<file path="src/rtl/serializer_pkg.sv">
// Shared definitions for the word serializer: FSM state encoding and counter sizing.
package serializer_pkg;

  localparam int STATE_W = 3;

  localparam logic [STATE_W-1:0] S_IDLE      = 3'd0;
  localparam logic [STATE_W-1:0] S_LOAD      = 3'd1;
  localparam logic [STATE_W-1:0] S_WAIT_ACK  = 3'd2;
  localparam logic [STATE_W-1:0] S_WAIT_FREE = 3'd3;
  localparam logic [STATE_W-1:0] S_DONE      = 3'd4;

  // Counter must reach bytes+extra without wrapping, so it needs one value past the byte count.
  function automatic int cnt_width(input int bytes, input int extra);
    return $clog2(bytes + extra + 1);
  endfunction

endpackage

</file>
<file path="src/rtl/byte_xor_accum.sv">
// Running XOR of every byte strobed to the UART; cleared when a new word is accepted.
// Only built when WORD_SERIALIZER_CHECKSUM_EN is defined.
`ifdef WORD_SERIALIZER_CHECKSUM_EN
module byte_xor_accum (
  input  logic       clk,
  input  logic       rst,
  input  logic       clear,
  input  logic       en,
  input  logic [7:0] data,
  output logic [7:0] acc
);

  always_ff @(posedge clk) begin
    if (rst || clear) acc <= '0;
    else if (en)      acc <= acc ^ data;
  end

endmodule
`endif

</file>
<file path="src/rtl/word_serializer.sv">
// Splits an N-bit word into bytes and hands them one at a time to a UART using its busy handshake.
// Define WORD_SERIALIZER_CHECKSUM_EN to append an XOR checksum byte after the data bytes.
module word_serializer
  import serializer_pkg::*;
#(
  parameter int N         = 256,
  parameter bit MSB_FIRST = 1
) (
  input  logic         clk,
  input  logic         rst,
  input  logic         in_valid,
  input  logic [N-1:0] in_data,
  output logic         in_ready,
  input  logic         tx_busy,
  output logic [7:0]   tx_byte,
  output logic         tx_valid,
  output logic         busy,
  output logic         done
);

  localparam int BYTES = N / 8;
`ifdef WORD_SERIALIZER_CHECKSUM_EN
  localparam int EXTRA = 1;
`else
  localparam int EXTRA = 0;
`endif
  localparam int CNT_W = cnt_width(BYTES, EXTRA);
  localparam logic [CNT_W-1:0] LAST_CNT = CNT_W'(BYTES + EXTRA);

  logic [STATE_W-1:0] state;
  logic [N-1:0]       shreg;
  logic [CNT_W-1:0]   cnt;
  logic [7:0]         byte_q;
  logic [7:0]         data_byte;
  logic [7:0]         cur_byte;
  logic               fire;

  // Outputs are gated by rst so a reset asserted mid-word suppresses any strobe that cycle.
  assign in_ready  = (state == S_IDLE) && !rst;
  assign busy      = (state != S_IDLE) && !rst;
  assign done      = (state == S_DONE) && !rst;
  assign fire      = (state == S_LOAD) && !tx_busy && !rst;
  assign tx_valid  = fire;
  assign data_byte = MSB_FIRST ? shreg[N-1 -: 8] : shreg[7:0];
  assign tx_byte   = fire ? cur_byte : byte_q;

`ifdef WORD_SERIALIZER_CHECKSUM_EN
  localparam logic [CNT_W-1:0] CSUM_CNT = CNT_W'(BYTES);
  logic [7:0] csum;

  byte_xor_accum u_csum (
    .clk   (clk),
    .rst   (rst),
    .clear (in_valid && in_ready),
    .en    (fire),
    .data  (cur_byte),
    .acc   (csum)
  );

  assign cur_byte = (cnt == CSUM_CNT) ? csum : data_byte;
`else
  assign cur_byte = data_byte;
`endif

  // NOTE: sequential state uses non-blocking assignments so every register samples pre-edge values.
  always_ff @(posedge clk) begin
    if (rst) begin
      state  <= S_IDLE;
      shreg  <= '0;
      cnt    <= '0;
      byte_q <= '0;
    end else begin
      case (state)
        S_IDLE: begin
          if (in_valid) begin
            shreg <= in_data;
            cnt   <= '0;
            state <= S_LOAD;
          end
        end
        S_LOAD: begin
          if (!tx_busy) begin
            byte_q <= cur_byte;
            shreg  <= MSB_FIRST ? (shreg << 8) : (shreg >> 8);
            cnt    <= cnt + 1'b1;
            state  <= S_WAIT_ACK;
          end
        end
        S_WAIT_ACK: begin
          if (tx_busy) state <= S_WAIT_FREE;
        end
        S_WAIT_FREE: begin
          if (!tx_busy) state <= (cnt == LAST_CNT) ? S_DONE : S_LOAD;
        end
        S_DONE:  state <= S_IDLE;
        default: state <= S_IDLE;
      endcase
    end
  end

endmodule

</file>
<file path="config.mk">
export PLATFORM = sky130hd
export DESIGN_NAME = word_serializer
export DESIGN_NICKNAME = d
export VERILOG_FILES = /design/src/rtl/serializer_pkg.sv /design/src/rtl/byte_xor_accum.sv /design/src/rtl/word_serializer.sv
export SDC_FILE = /design/constraint.sdc
export NUM_CORES = 1
export LEC_CHECK = 0
export BUFFER_PORTS_ARGS = -buffer_cell sky130_fd_sc_hd__buf_2
export CORE_AREA = 5 5 155 157
export DETAILED_ROUTE_END_ITERATION = 7
export DIE_AREA = 0 0 160 162
export PLACE_DENSITY = 0.87
export SLEW_MARGIN = 40
export SYNTH_ARGS = -nofsm -noshare
export SYNTH_HDL_FRONTEND = slang
export SYNTH_SLANG_ARGS = --single-unit
export TNS_END_PERCENT = 50
</file>
<file path="constraint.sdc">
create_clock -name clk -period 2.52 [get_ports clk]
set_input_delay 0.252 -clock clk [delete_from_list [all_inputs] [get_ports clk]]
set_output_delay 0.252 -clock clk [all_outputs]
set_load 0.005 [all_outputs]
</file>
==> impl_metrics.toml, run 1 <==
[outcome]
status = "complete, no violations"

[routing]
highest_layer = "met5"
drt_iter0_drc = 771
wl_um = 30200
antenna_left = 0
via_count = 9799
met3_length_um = 2200
first_pass_iters = 5
met1_length_um = 12900
drc = 0
vias_per_cell = 5.59
met2_length_um = 14300
wire_per_inst_um = 17.2

[floorplanning]
die_area_mm2 = 0.0259
start_util_pct = 53.3
core_mm2 = 0.0224
die_width_um = 160
rows = 55
die_h_um = 162
ios = 272

[grt]
grt_start_max_net_pins = 148
grt.overflow.total = 0
antenna_found_initial = 5
grt_pass1_wl_um = 48900
grt_pass1_vias = 9703
grt_usage_pct = 22.3

[clocking]
h-tree-depth = 1
clock-sinks = 273
cts_root_buffer = "clkbuf_16"
cts_tree = "done"
worstSkewPairLatency_ps = 530
cts_buffers = 27
clockBufferDepth = 3
clk_pin_slew_ps = 60

[sta]
worst_slack_ps = 77.7
worst_slew_pin_slew_ps = 920
slew_headroom_pct = 38.7
rsz0062_at_grt = "no"
final-setup-viol-count = 0
finalHoldViolCount = 0
max_clock_freq_mhz = 409
min_period_ps = 2440
fin_skew_ps = 8.75
fin_crit_sh_pct = 96.9
drv_slew = 0
finalSetupTns_ps = 0

[run]
drv_cap = 0

[critical_path]
required_ps = 2270
reg2reg_from = "state[0]"
timing.rr.end = "shreg[81]"
ff2ff_setup_slack_ps = 410
critical_path_class = "reg2out"
end_kind = "primary output"
cp.arrival_ps = 2190
crit_fanout = 9
critPathLaunchType = "flop"
rr_worst_depth = 5

[placement]
dp_slack_ps = 335
placed_cells = 1691
routabilityCongestion = 0.829
port_buffers = 271
hpwlAfterDp_um = 20500

[synth]
syn-num-nets = 1497
syn_inst = 1235
synth_area_mm2 = 0.0119
synth_cell_types = 35
ys.warnings.count = 0
synth_area_per_cell_um2 = 9.65
ys_ff_latch = 273
yosysSeqAreaShare_pct = 45.9

[power]
finalPower_mw = 11.7
irDropWorstVdd_uv = 590
p_leak_nw = 5.85
p_per_area_mw_per_mm2 = 813

[layout]
fin_cells = 1752
final_util_pct = 64.5
area_growth_syn_to_layout_pct = 21.1
fin_nets = 1706
drive_gt1_share_pct = 24.0

[hold_path]
whs_path_depth = 3
worstHoldStart = "in_data[0]"
worstHoldPathType = "in2reg"
min_to = "shreg[0]"
## cell usage in the layout (no fill, tap or decap), types with 3 or more instances in the layout
cell type,netlist,layout
a21oi_1,12,12
inv_1,3,3
buf_12,0,10
bufinv_16,0,3
clkbuf_8,0,10
buf_2,54,270
or3_1,4,3
mux2_4,8,8
nor3_1,4,3
nand2_1,18,18
clkbuf_16,0,27
dlygate4sd3_1,0,7
a22oi_1,8,8
clkinv_2,0,3
buf_4,8,8
dfxtp_1,273,271
nor4b_1,3,3
clkbuf_1,55,6
mux2i_1,248,248
nor2_1,263,263
a211oi_1,248,248
o21ai_0,5,4
## routing by layer
| layer | vias up | GRT usage (%) |
|---|---|---|
| met5 | - | 0 |
| met4 | 8 | 6.10 |
| met3 | 68 | 6.04 |
| met2 | 302 | 37.2 |
| met1 | 4491 | 28.8 |
| li1 | 4930 | - |
## synth_stat cells
| library cell | n | area share, % |
|---|---|---|
| a211oi_1 | 248 | 16 |
| a21oi_1 | 12 | 0.50 |
| a22oi_1 | 8 | 0.50 |
| a31oi_1 | 1 | 0.053 |
| and2_1 | 1 | 0.053 |
| and2b_1 | 1 | 0.063 |
| buf_1 | 1 | 0.031 |
| buf_2 | 54 | 2.3 |
| buf_4 | 8 | 0.50 |
| buf_6 | 1 | 0.095 |
| clkbuf_1 | 55 | 1.7 |
| dfxtp_1 | 273 | 46 |
| ha_1 | 2 | 0.21 |
| inv_1 | 3 | 0.095 |
| mux2_4 | 8 | 1.0 |
| mux2i_1 | 248 | 21 |
| nand2_1 | 18 | 0.57 |
| nand2b_1 | 1 | 0.053 |
| nand3_1 | 1 | 0.042 |
| nand4_1 | 1 | 0.053 |
| nor2_1 | 263 | 8.3 |
| nor2b_1 | 1 | 0.053 |
| nor3_1 | 4 | 0.17 |
| nor4_1 | 1 | 0.053 |
| nor4b_1 | 3 | 0.22 |
| o2111ai_1 | 1 | 0.074 |
| o211ai_1 | 1 | 0.063 |
| o21a_1 | 1 | 0.063 |
| o21ai_0 | 5 | 0.21 |
| or2_2 | 1 | 0.053 |
| or3_1 | 4 | 0.21 |
| or3b_1 | 1 | 0.074 |
| or4b_2 | 1 | 0.084 |
| xnor2_1 | 1 | 0.074 |
| xor2_1 | 2 | 0.15 |
## kinds of logic (layout without fill, tap and decap cells)
family                     count (synthesis)  count (layout)  share of synthesized area, %
AOI/OAI and AO/OA                        277             277                          17.1
other                                      0               2                             0
and+or+nand+nor                          302             303                          10.0
xor gates and xnor gates                   3               3                         0.221
muxes                                    256             256                          21.8
DFF                                      273             273                          45.9
buffers and inverters                    122             351                          4.73
adders and majority gates                  2               2                         0.210
## repair_timing
item | 4_1_cts | 5_1_grt
endpoints found under the hold margin | 7 | 0
hold buffers | 7 | 0
setup buffers | 1 | 0
cloned | 1 | 0
endpoints found under the setup margin | 8 | 5
pin swaps | 2 | 1
gates resized for setup | 5 | 0
## state kept, by name, indices dropped and copies added, names as in the netlist
name,cells
cnt,6
byte_q,8
shreg,256
state,3
## critical path: stages, from the launching register on
cell	delay, ps
dfxtp_4	370
or3b_4	410
or3_4	420
mux2_4	320
buf_2	130
## metrics by stage
step | instance area (µm²) | hold slack (ps)
after floorplan | 11900 | 400
after global placement | 13400 | 442
after detailed placement | 13400 | 451
after CTS | 14400 | 25.2
after global routing | 14400 | 38.5
final | 14400 | 24.6
## where the power goes
| part | switching [mW] | total, mW | internal, mW |
|---|---|---|---|
| clock network | 1.67 | 4.22 | 2.55 |
| logic | 1.24 | 2.28 | 1.04 |
| registers | 0.338 | 5.23 | 4.89 |
## how the worst max path moves through the flow
stage / start / end / slack, ps
floorplan: state[2] / tx_byte[0] / 680
global placement: state[2] / tx_byte[5] / 370
detailed placement: state[2] / tx_byte[5] / 340
CTS: state[2] / tx_byte[5] / 10
global route: state[2] / tx_byte[7] / 30
finish: state[2] / tx_byte[5] / 80
## layout make-up
class | count | area [µm²]
diodes | 2 | 5.00
clock buffers | 42 | 822
clock inverters | 8 | 123
fillers | 1708 | 7940
inverters | 3 | 11.3
multi-input cells | 841 | 5920
flip-flops and latches | 273 | 5470
well taps | 285 | 357
repair buffers | 298 | 1720
Note: power is estimated with default switching activity, not from simulation.
==> run 2, diff against run 1 <==
- PLACE_DENSITY: 0.87 -> not set
- PLACE_DENSITY_LB_ADDON: not set -> 0.3
==> run 2 against run 1 <==
Count of clock-buffer cells in the layout fell by 2. Sequential cell count unchanged. Clock skew rose by 2.0 ps. Clock power up 5.7%. Final cell count grew 0.40%. Register-to-register slack barely moved. Setup slack got worse by 21 ps. Design area is 0.33% higher. Die area unchanged. Total power grew 1.3%. Wire length decreased by 3.9%. Largest cell class unchanged. Highest routed layer is now met4.
==> impl_metrics.toml, run 2 (same netlist as run 1, synthesis figures left out) <==
[floorplanning]
ios = 272
rows = 55
core_mm2 = 0.0224
die_width_um = 160
die_h_um = 162
start_util_pct = 53.3
die_area_mm2 = 0.0259

[critical_path]
critPathMaxStageDelay_ps = 460
required_ps = 2270
timing.rr.end = "cnt[0]"
crit_family = "simple AND/OR/NAND/NOR gates"
crit_chain = "or3b_4 -> or3_4 -> mux2_4 -> buf_2"
critPathLaunchType = "flop"
reg2reg_from = "state[0]"
critPathLaunch = "state[2]"
crit_fanout = 7
slowest_stage = "or3_4"
rr_worst_depth = 6
critical_path_class = "reg2out"
end_kind = "primary output"
ff2ff_setup_slack_ps = 410
cp.arrival_ps = 2210
critical_path_buf_inv_count = 1

[clocking]
cts_buffers = 29
worstSkewPairLatency_ps = 530
clk_pin_slew_ps = 60
clock-sinks = 273
h-tree-depth = 1
cts_tree = "done"
clockBufferDepth = 3
cts_root_buffer = "clkbuf_16"

[layout]
layout_common_cells = "271 x dfxtp_1, 270 x buf_2, 263 x nor2_1"
fin_nets = 1710
largest_reg_flops = 256
final_common_cell = "dfxtp_1"
regMostFlops = "shreg"
top_regs = "shreg: 256 flops, byte_q: 8 flops, cnt: 6 flops"
area_growth_syn_to_layout_pct = 21.5
drive_gt1_share_pct = 24.4
design_area_mm2 = 0.0145

[sta]
finalHoldViolCount = 0
hold_ws_ps = 57.0
min_period_ps = 2460
finalSetupTns_ps = 0
slew_headroom_pct = 51.7
worst_slew_pin_slew_ps = 725
fin_skew_ps = 10.7
drv_slew = 0
fin_crit_sh_pct = 97.7
rsz0062_at_grt = "no"
max_clock_freq_mhz = 406
final-setup-viol-count = 0

[placement]
routabilityCongestion = 0.817
port_buffers = 271
post_dp_cell_area_mm2 = 0.0133
hpwlAfterDp_um = 19500

[power]
seqPwrFrac_pct = 43.8
p_leak_nw = 5.88
clkPwrFrac_pct = 37.5
p_sw_share_pct = 27.3
internal_power_mw = 8.64
irDropWorstVdd_uv = 504
p_comb_share_pct = 18.7
p_switching_mw = 3.24
p_per_area_mw_per_mm2 = 821

[outcome]
status = "complete, no violations"

[hold_path]
whs_path_depth = 3
worstHoldStart = "in_data[58]"
min_to = "shreg[58]"
worstHoldPathType = "in2reg"

[routing]
first_pass_iters = 5
via_count = 9564
vias_per_cell = 5.44
antenna_left = 0
wl_um = 29000
drt_iter0_drc = 539
wire_per_inst_um = 16.5
drc = 0

[grt]
grt.overflow.total = 0
grt_start_max_net_pins = 116
grt_pass1_wl_um = 46100
grt_pass1_vias = 9227
grt_usage_pct = 21.0
antenna_found_initial = 2

[run]
drv_cap = 0
[run 2: cell count changes in the layout (fill, tap and decap cells not counted), sizes merged]
cell,before,now
diode,2,4
clkbuf,43,41
inv,5,3
buf,290,291
bufinv,3,4
clkinvlp,0,1
dlygate4sd3,7,8
clkinv,3,8
[run 2: metal layers]
metal | share of wire, % | global-route usage (%) | routed length (µm)
met1 | 46 | 28.6 | 13300
met2 | 46 | 34.4 | 13300
met3 | 6.3 | 4.26 | 1830
met4 | 2.1 | 5.79 | 605
met5 | 0 | 0 | 0
[run 2: power groups by stage]
stage / Combinational (mW) / Sequential (mW) / Clock [mW]
after global routing: 2.47 / 5.28 / 4.75
after global placement: 2.14 / 5.28 / 0
after floorplan: 1.73 / 5.19 / 0
final: 2.22 / 5.21 / 4.46
after detailed placement: 2.19 / 5.30 / 0
after CTS: 2.22 / 5.21 / 4.54
[run 2: worst min-delay path, stage by stage]
cell and delay (ps):
buf_2 90, mux2i_1 110, a211oi_1 80
[run 2: stage by stage]
stage / util, % / instances / power (mW) / setup WS [ps]
after global routing: 64.7 / 1757 / 12.5 / 4.90
after global placement: 59.4 / 1688 / 7.42 / 398
final: 64.7 / 1759 / 11.9 / 57.2
after CTS: 64.5 / 1750 / 12.0 / 1.93
after detailed placement: 59.5 / 1689 / 7.50 / 346
after floorplan: - / 1235 / 6.92 / 683
[run 2: worst max-delay path by stage]
stage / end / slack [ps] / cells past startpoint
2_1_floorplan: tx_byte[0] / 680 / 5
3_3_place_gp: tx_byte[4] / 400 / 4
3_5_place_dp: tx_byte[6] / 350 / 4
4_1_cts: tx_byte[6] / 2 / 4
5_1_grt: tx_byte[1] / 5 / 4
6_report: tx_byte[6] / 60 / 4
[run 2: area by class of cell]
type,instances,area (µm²)
antenna,4,10.0
clock buffer,40,848
clock inverter,13,168
fill,1837,7890
inverter,3,11.3
multi-input combinational,841,5920
sequential,273,5470
tap,285,357
timing repair buffer,300,1690
[run 2: what timing repair did]
action | in CTS | in global routing
hold buffers | 8 | 0
pin swaps | 0 | 2
resized for setup | 3 | 2
gates cloned | 0 | 1
setup buffers | 0 | 4
endpoints found under the setup margin | 8 | 8
endpoints found under the hold margin | 8 | 0
